==> config.mk <==
export PLATFORM = sky130hd
export DESIGN_NAME = apmu_pmc_responder
export DESIGN_NICKNAME = d
export VERILOG_FILES = /design/src/rtl/apmu_ibex_pkg.sv /design/src/rtl/apmu_pmc_counter.sv /design/src/rtl/apmu_pmc_responder.sv
export SDC_FILE = /design/constraint.sdc
export NUM_CORES = 1
export LEC_CHECK = 0
export CAP_MARGIN = 10
export CORE_ASPECT_RATIO = 1.4
export CORE_MARGIN = 2
export CORE_UTILIZATION = 30
export CTS_CLUSTER_SIZE = 20
export DETAILED_ROUTE_END_ITERATION = 8
export GPL_TIMING_DRIVEN = 0
export PLACE_DENSITY = 0.57
export SYNTH_ARGS = -nofsm -noshare
export SYNTH_HDL_FRONTEND = slang
export SYNTH_SLANG_ARGS = --single-unit
==> constraint.sdc <==
create_clock -name clk_i -period 3 [get_ports clk_i]
set_clock_uncertainty 0.05 [all_clocks]
set_input_delay 0.45 -clock clk_i [delete_from_list [all_inputs] [get_ports clk_i]]
set_output_delay 0.45 -clock clk_i [all_outputs]
set_load 0.01 [all_outputs]
==> src/rtl/apmu_ibex_pkg.sv <==
// Shared types and constants for the APMU-side PMC responder.
//   csr_op_e         : CSR-style operation applied to an event counter
//   pmc_rsp_state_e  : responder FSM states
//   CSR_MHPMCOUNTER3 : CSR address of the first event counter
//   PMC_CNT_W        : event counter width
//   csr_apply()      : result of applying a csr_op_e to a counter value
package apmu_ibex_pkg;

   localparam int unsigned PMC_CNT_W = 32;
   localparam logic [11:0] CSR_MHPMCOUNTER3 = 12'hB03;

   typedef enum logic [1:0] {
      CSR_OP_READ  = 2'd0,
      CSR_OP_WRITE = 2'd1,
      CSR_OP_SET   = 2'd2,
      CSR_OP_CLEAR = 2'd3
   } csr_op_e;

   typedef enum logic [1:0] {
      RSP_IDLE = 2'd0,
      RSP_WFP  = 2'd1,
      RSP_EXEC = 2'd2,
      RSP_RESP = 2'd3
   } pmc_rsp_state_e;

   function automatic logic [PMC_CNT_W-1:0] csr_apply(
      input csr_op_e              op,
      input logic [PMC_CNT_W-1:0] cur,
      input logic [PMC_CNT_W-1:0] operand
   );
      logic [PMC_CNT_W-1:0] res;
      case (op)
         CSR_OP_WRITE: res = operand;
         CSR_OP_SET:   res = cur | operand;
         CSR_OP_CLEAR: res = cur & ~operand;
         default:      res = cur;
      endcase
      return res;
   endfunction

endpackage

==> src/rtl/apmu_pmc_counter.sv <==
// One 32-bit event counter.
//   clk_i, rst_ni : clock, async active-low reset
//   inc           : count one event this cycle
//   wr_en         : load wr_data this cycle (takes priority over inc)
//   wr_data       : value to load
//   value         : current count
//   wrap          : pulse, the increment this cycle wraps the counter to 0
//   ovf           : sticky overflow flag (only with PMC_OVF_IRQ_EN, else 0)
// Build option: PMC_OVF_IRQ_EN adds the sticky overflow flag.
module apmu_pmc_counter
   import apmu_ibex_pkg::*;
(
   input  logic                 clk_i,
   input  logic                 rst_ni,
   input  logic                 inc,
   input  logic                 wr_en,
   input  logic [PMC_CNT_W-1:0] wr_data,
   output logic [PMC_CNT_W-1:0] value,
   output logic                 wrap,
   output logic                 ovf
);

   always_ff @(posedge clk_i or negedge rst_ni) begin
      if (!rst_ni) begin
         value <= '0;
      end else if (wr_en) begin
         value <= wr_data;
      end else if (inc) begin
         value <= value + 1'b1;
      end
   end

   // A write in the same cycle swallows the event, so it cannot wrap.
   assign wrap = inc & ~wr_en & (&value);

`ifdef PMC_OVF_IRQ_EN
   logic ovf_q;

   always_ff @(posedge clk_i or negedge rst_ni) begin
      if (!rst_ni) begin
         ovf_q <= 1'b0;
      end else if (wr_en) begin
         ovf_q <= 1'b0;
      end else if (wrap) begin
         ovf_q <= 1'b1;
      end
   end

   assign ovf = ovf_q;
`else
   assign ovf = 1'b0;
`endif

endmodule

==> src/rtl/apmu_pmc_responder.sv <==
// APMU-side responder for the core's PMC access protocol. Owns a bank of
// event counters, grants a core request once the APMU lock is released,
// executes one CSR-style op on the addressed counter and returns the
// pre-op value.
//   clk_i, rst_ni : clock, async active-low reset
//   pmc_req_i     : core request (op/addr/wdata stable until grant)
//   pmc_op_i      : csr_op_e
//   pmc_addr_i    : counter CSR address
//   pmc_wdata_i   : write/set/clear operand
//   pmc_gnt_o     : 1-cycle grant, request captured this cycle
//   pmc_rvalid_o  : 1-cycle response valid
//   pmc_rdata_o   : pre-op counter value (0 on error), held between responses
//   pmc_err_o     : address outside counter range, held between responses
//   apmu_lock_i   : APMU holds the counters, blocks grant
//   event_i       : per-counter increment strobes
//   irq_ovf_o     : counter overflow interrupt (0 unless PMC_OVF_IRQ_EN)
// Build option: PMC_OVF_IRQ_EN enables the registered overflow interrupt.
//
// state    | meaning
// ---------+-------------------------------------------------------------
// RSP_IDLE | no request pending
// RSP_WFP  | request seen, waiting for lock release to grant
// RSP_EXEC | decode captured address, apply op, capture pre-op value
// RSP_RESP | response valid for one cycle
module apmu_pmc_responder
   import apmu_ibex_pkg::*;
#(
   parameter int unsigned NumCounters = 8,
   parameter logic [11:0] BaseAddr    = CSR_MHPMCOUNTER3
) (
   input  logic                   clk_i,
   input  logic                   rst_ni,
   input  logic                   pmc_req_i,
   input  logic [1:0]             pmc_op_i,
   input  logic [11:0]            pmc_addr_i,
   input  logic [PMC_CNT_W-1:0]   pmc_wdata_i,
   output logic                   pmc_gnt_o,
   output logic                   pmc_rvalid_o,
   output logic [PMC_CNT_W-1:0]   pmc_rdata_o,
   output logic                   pmc_err_o,
   input  logic                   apmu_lock_i,
   input  logic [NumCounters-1:0] event_i,
   output logic                   irq_ovf_o
);

   pmc_rsp_state_e       state_q, state_d;
   csr_op_e              op_q;
   logic [11:0]          addr_q;
   logic [PMC_CNT_W-1:0] wdata_q;
   logic [PMC_CNT_W-1:0] rdata_q;
   logic                 err_q;

   logic [11:0]          idx;
   logic                 in_range;
   logic                 exec;
   logic [PMC_CNT_W-1:0] cur_val;
   logic [PMC_CNT_W-1:0] wr_data;
   logic [NumCounters-1:0] wr_en;
   logic [NumCounters-1:0] wrap_vec;
   logic [NumCounters-1:0] ovf_vec;
   logic [PMC_CNT_W-1:0] cnt_val [NumCounters];

   always_ff @(posedge clk_i or negedge rst_ni) begin
      if (!rst_ni) begin
         state_q <= RSP_IDLE;
      end else begin
         state_q <= state_d;
      end
   end

   always_comb begin
      state_d   = state_q;
      pmc_gnt_o = 1'b0;
      case (state_q)
         RSP_IDLE: if (pmc_req_i) state_d = RSP_WFP;
         RSP_WFP: begin
            if (!pmc_req_i) begin
               state_d = RSP_IDLE;
            end else if (!apmu_lock_i) begin
               pmc_gnt_o = 1'b1;
               state_d   = RSP_EXEC;
            end
         end
         RSP_EXEC: state_d = RSP_RESP;
         RSP_RESP: state_d = RSP_IDLE;
         default:  state_d = RSP_IDLE;
      endcase
   end

   always_ff @(posedge clk_i or negedge rst_ni) begin
      if (!rst_ni) begin
         op_q    <= CSR_OP_READ;
         addr_q  <= '0;
         wdata_q <= '0;
      end else if (pmc_gnt_o) begin
         op_q    <= csr_op_e'(pmc_op_i);
         addr_q  <= pmc_addr_i;
         wdata_q <= pmc_wdata_i;
      end
   end

   // Explicit lower-bound compare so addresses below BaseAddr never alias
   // into range through the subtraction wrapping.
   assign idx      = addr_q - BaseAddr;
   assign in_range = (addr_q >= BaseAddr) && (idx < 12'(NumCounters));
   assign exec     = (state_q == RSP_EXEC);

   always_comb begin
      cur_val = '0;
      wr_en   = '0;
      for (int k = 0; k < int'(NumCounters); k++) begin
         if (idx == 12'(k)) begin
            cur_val  = cnt_val[k];
            wr_en[k] = exec && in_range && (op_q != CSR_OP_READ);
         end
      end
   end

   // Shared by all counters; only the enabled one loads it.
   assign wr_data = csr_apply(op_q, cur_val, wdata_q);

   for (genvar g = 0; g < int'(NumCounters); g++) begin : g_cnt
      apmu_pmc_counter u_cnt (
         .clk_i   (clk_i),
         .rst_ni  (rst_ni),
         .inc     (event_i[g]),
         .wr_en   (wr_en[g]),
         .wr_data (wr_data),
         .value   (cnt_val[g]),
         .wrap    (wrap_vec[g]),
         .ovf     (ovf_vec[g])
      );
   end

   logic unused_wrap;
   assign unused_wrap = ^wrap_vec;

   always_ff @(posedge clk_i or negedge rst_ni) begin
      if (!rst_ni) begin
         rdata_q <= '0;
         err_q   <= 1'b0;
      end else if (exec) begin
         rdata_q <= in_range ? cur_val : '0;
         err_q   <= ~in_range;
      end
   end

   assign pmc_rvalid_o = (state_q == RSP_RESP);
   assign pmc_rdata_o  = rdata_q;
   assign pmc_err_o    = err_q;

`ifdef PMC_OVF_IRQ_EN
   logic irq_q;

   always_ff @(posedge clk_i or negedge rst_ni) begin
      if (!rst_ni) begin
         irq_q <= 1'b0;
      end else begin
         irq_q <= |ovf_vec;
      end
   end

   assign irq_ovf_o = irq_q;
`else
   logic unused_ovf;
   assign unused_ovf = ^ovf_vec;
   assign irq_ovf_o  = 1'b0;
`endif

endmodule

==> results.toml <==
[timing]
final_hold_viols = 0
setup_repair_after_global_routing_missed_its_margin = "yes"
setup_viol = 109
relSlewSlack_pct = 15.84
whs_ns = 0.3204
post-route-min-period_ns = 3.177
slew_violations = 0
tcrit_tclk_final_pct = 105.9
worstMarginPinSlew_ns = 1.262
max_freq_mhz = 314.7
postLayoutSetupSlackWorst_ns = -0.1773
fin_tns_setup_ns = -6.955

[place]
place_ws_ns = -1.665
dp_hpwl_mm = 85.25
port_buffers = 87
placer_congestion = 1.063

[worst_setup_path]
start_kind = "flop"
timing.critical_path.cells = "or3_4 > buf_12 > nor4_4 > buf_6 > buf_6 > a222oi_1 > a31oi_4 > o221ai_4 > a32o_4 > buf_12 > a21oi_4"
critical_path_class = "reg2reg"
worstPathMaxFanout = 5
critical_path.endpoint_type = "flop"
critical_path_arrival_ns = 3.63
critPathRequiredTime_ns = 3.45
slowest_stage = "or3_4"
cpPeakStageDelay_ns = 0.46
rrSetupSlack_ns = -0.18

[detailed_routing]
number_of_nets_with_antenna_violations_after_detailed_routing = 0
drt-total-wl_mm = 115.3
initialDrtViolationCount = 2572
detail_route.first_pass.iterations = 6
detailroute.via_count = 22313
avg_vias_per_cell = 6.075
wl_per_cell_microns = 31.40
detail_route.drc_violations = 0

[synth]
synth-seq-area-share_pct = 39.83
mappedNetlistNets = 2498
syn-cell-area_sq_um = 21170
synth_largest_type_area_fraction_pct = 39.83
yosys-top-cells-area = "dfrtp_1 (40%), xnor2_1 (6.8%), a21oi_1 (5.0%)"
synth_top_cells_by_count = "dfrtp_1 (337), nor2_1 (259), nand2_1 (237), a21oi_1 (213), xnor2_1 (165)"
syn-instance-count = 2432
yosys.area_share.simple_pct = 23.69
synthMuxAreaShare_pct = 3.516
synthArstFlopShare_pct = 100.0
synth_cell_types = 92
yosysTopAreaCell = "dfrtp_1"
post_synth_fa_ha_maj_area_fraction_pct = 0.4728
synth_flop_cell = "dfrtp_1"
yosysWarnings = 0
synth_top_family_by_area = "simple AND/OR/NAND/NOR gates"
synth_enable_flop_cells = 0
post-synth-top-count-cell = "dfrtp_1"
postSynthRegisterBits = 337
synth-compound-area-share_pct = 18.62
post_synth.cell_area_avg_sq_um = 8.706
yosys.area_share.xor_xnor_pct = 10.05

[clock_tree]
tritoncts = "built"
clock_sink_count = 337
cts_root_buffer = "clkbuf_16"
cts_buffer_depth = 3
cts.htree.levels = 2
clock_insertion_delay_worst_skew_ns = 0.59
clk_pin_slew_ns = 0.06
cts-buffers-inserted = 40

[grt]
grt_most_used_layer = "met2"
grt_antenna_before_repair = 2
grt_max_degree = 112
met1_track_demand_over_resource_in_global_routing_pct = 34.45
vias_in_the_first_global_route = 21549
grtUsageTotal_pct = 30.96
grt-ovfl-total = 0
grtUsageMet3_pct = 5.596
grt.met2_usage_pct = 49.97
grt_first_pass_wirelength_mm = 161.3

[status]
violations_in_the_final_reports = "setup timing"
result_of_the_run = "complete, but fails checks"

[power]
power.density_cell_area_nw_per_um2 = 826.1
ir_drop_mv = 0.5781
static-leakage-power_uw = 0.01114

[cells_and_area]
post_route_cells_drive_above_1_share_pct = 22.09
layout_net_count = 2773
finalCoreUtilization_pct = 39.89
syn2layout_area_growth_pct = 32.04

[flow_run]
drv_cap = 0

[floorplan]
die_width_microns = 228.5
core-area_sq_um = 70070
dieHeight_microns = 318.3
dieArea_sq_um = 72750
initial_core_utilization_pct = 30.22
io_pins = 94
row_count = 115

[min_path]
hold_path_class = "in2reg"
## cells in the final DEF (no fill, tap or decap), types with 16 or more instances in the layout
cell type	Yosys	routed
dfrtp_1	337	330
nor2_1	259	248
nand2_1	237	223
a21oi_1	213	175
xnor2_1	165	162
nand3_1	118	115
buf_4	4	110
o21ai_0	101	87
clkdlybuf4s50_1	0	86
nand4_1	84	84
xor2_1	78	78
clkbuf_1	96	58
and3_1	56	54
mux2_2	43	43
clkbuf_16	0	42
nor3_1	48	40
inv_1	36	36
a21oi_2	10	36
buf_6	3	32
o21ai_1	44	32
buf_12	0	26
buf_2	43	26
mux2i_1	26	26
and2_1	25	24
clkbuf_2	0	24
o21ai_2	0	19
and4_1	19	18
nor4_1	27	18
a222oi_1	17	17
a22oi_1	26	17
a22o_1	22	16
## metal layers
| layer | vias to the layer above | share of wire (%) |
|---|---|---|
| li1 | 9398 | - |
| met2 | 1353 | 45 |
| met4 | 0 | 12 |
| met5 | - | 0 |
| met3 | 524 | 8.0 |
| met1 | 11038 | 35 |
## stage by stage
step                power, uW  cell area, sq um  cells
global route            23520             27950   3670
detailed placement      14780             23520   3471
CTS                     21660             26840   3619
global placement        14380             23210   3455
floorplan               10330             21170   2432
finish                  23090             27960   3673
## power breakdown
part           total, uW  internal [uW]  switching, uW
clock network       5050           2960           2100
logic              11400           4100           7280
registers           6660           5300           1360
## sequential cells by signal (all words and copies together) (netlist names), named ones only
signal / count
op_q: 2
state_q: 1
addr_q: 12
pmc_rdata_o: 32
pmc_err_o: 1
wdata_q: 32
g_cnt.u_cnt.value: 256
## final timing paths
| check | startpoint | cells past startpoint | end |
|---|---|---|---|
| max | addr_q[6]$_DFFE_PN0P_ | 11 | g_cnt[1].u_cnt.value[2]$_DFFE_PN0P_ |
| min | event_i[7] | 3 | g_cnt[7].u_cnt.value[1]$_DFFE_PN0P_ |
| max reg2reg | addr_q[6]$_DFFE_PN0P_ | 11 | g_cnt[1].u_cnt.value[2]$_DFFE_PN0P_ |
| min reg2reg | pmc_rdata_o[9]$_DFFE_PN0P_ | 2 | pmc_rdata_o[9]$_DFFE_PN0P_ |
| max in group asynchronous | rst_ni | 3 | pmc_rdata_o[3]$_DFFE_PN0P_ |
| min in group asynchronous | rst_ni | 2 | g_cnt[0].u_cnt.value[14]$_DFFE_PN0P_ |
## worst max-delay path: cells and delay by family (launching register included)
kind            cells  cell delay [ns]
buf+inv             4             0.61
compound gates      5             1.23
flops               1             0.45
simple gates        2             0.74
## cells by family (layout without fill, tap and decap cells)
family	count (synthesis)	count (layout)
muxes	69	69
buffers and inverters	190	492
xor gates and xnor gates	243	243
other	1	4
and+or+nand+nor	976	976
AOI/OAI and AO/OA	608	608
DFF	337	337
adders and majority gates	8	8
## timing repair
action,4_1_cts,5_1_grt
hold buffers,1,0
cloned,0,1
gates resized for setup,262,165
setup endpoints to repair,290,227
setup buffers,88,50
hold endpoints to repair,57,0
pin swaps,69,75
## cell type report
cell class,count,area [sq um]
Buffer,143,854.6
Timing Repair Buffer,244,2549
Multi-Input combinational cell,1905,13480
Inverter,36,135.1
Clock inverter,13,150.1
Clock buffer,56,1162
Fill cell,7006,42120
Antenna cell,3,7.507
Tap cell,936,1171
Sequential cell,337,8442
(Power assumes the default switching activity.)
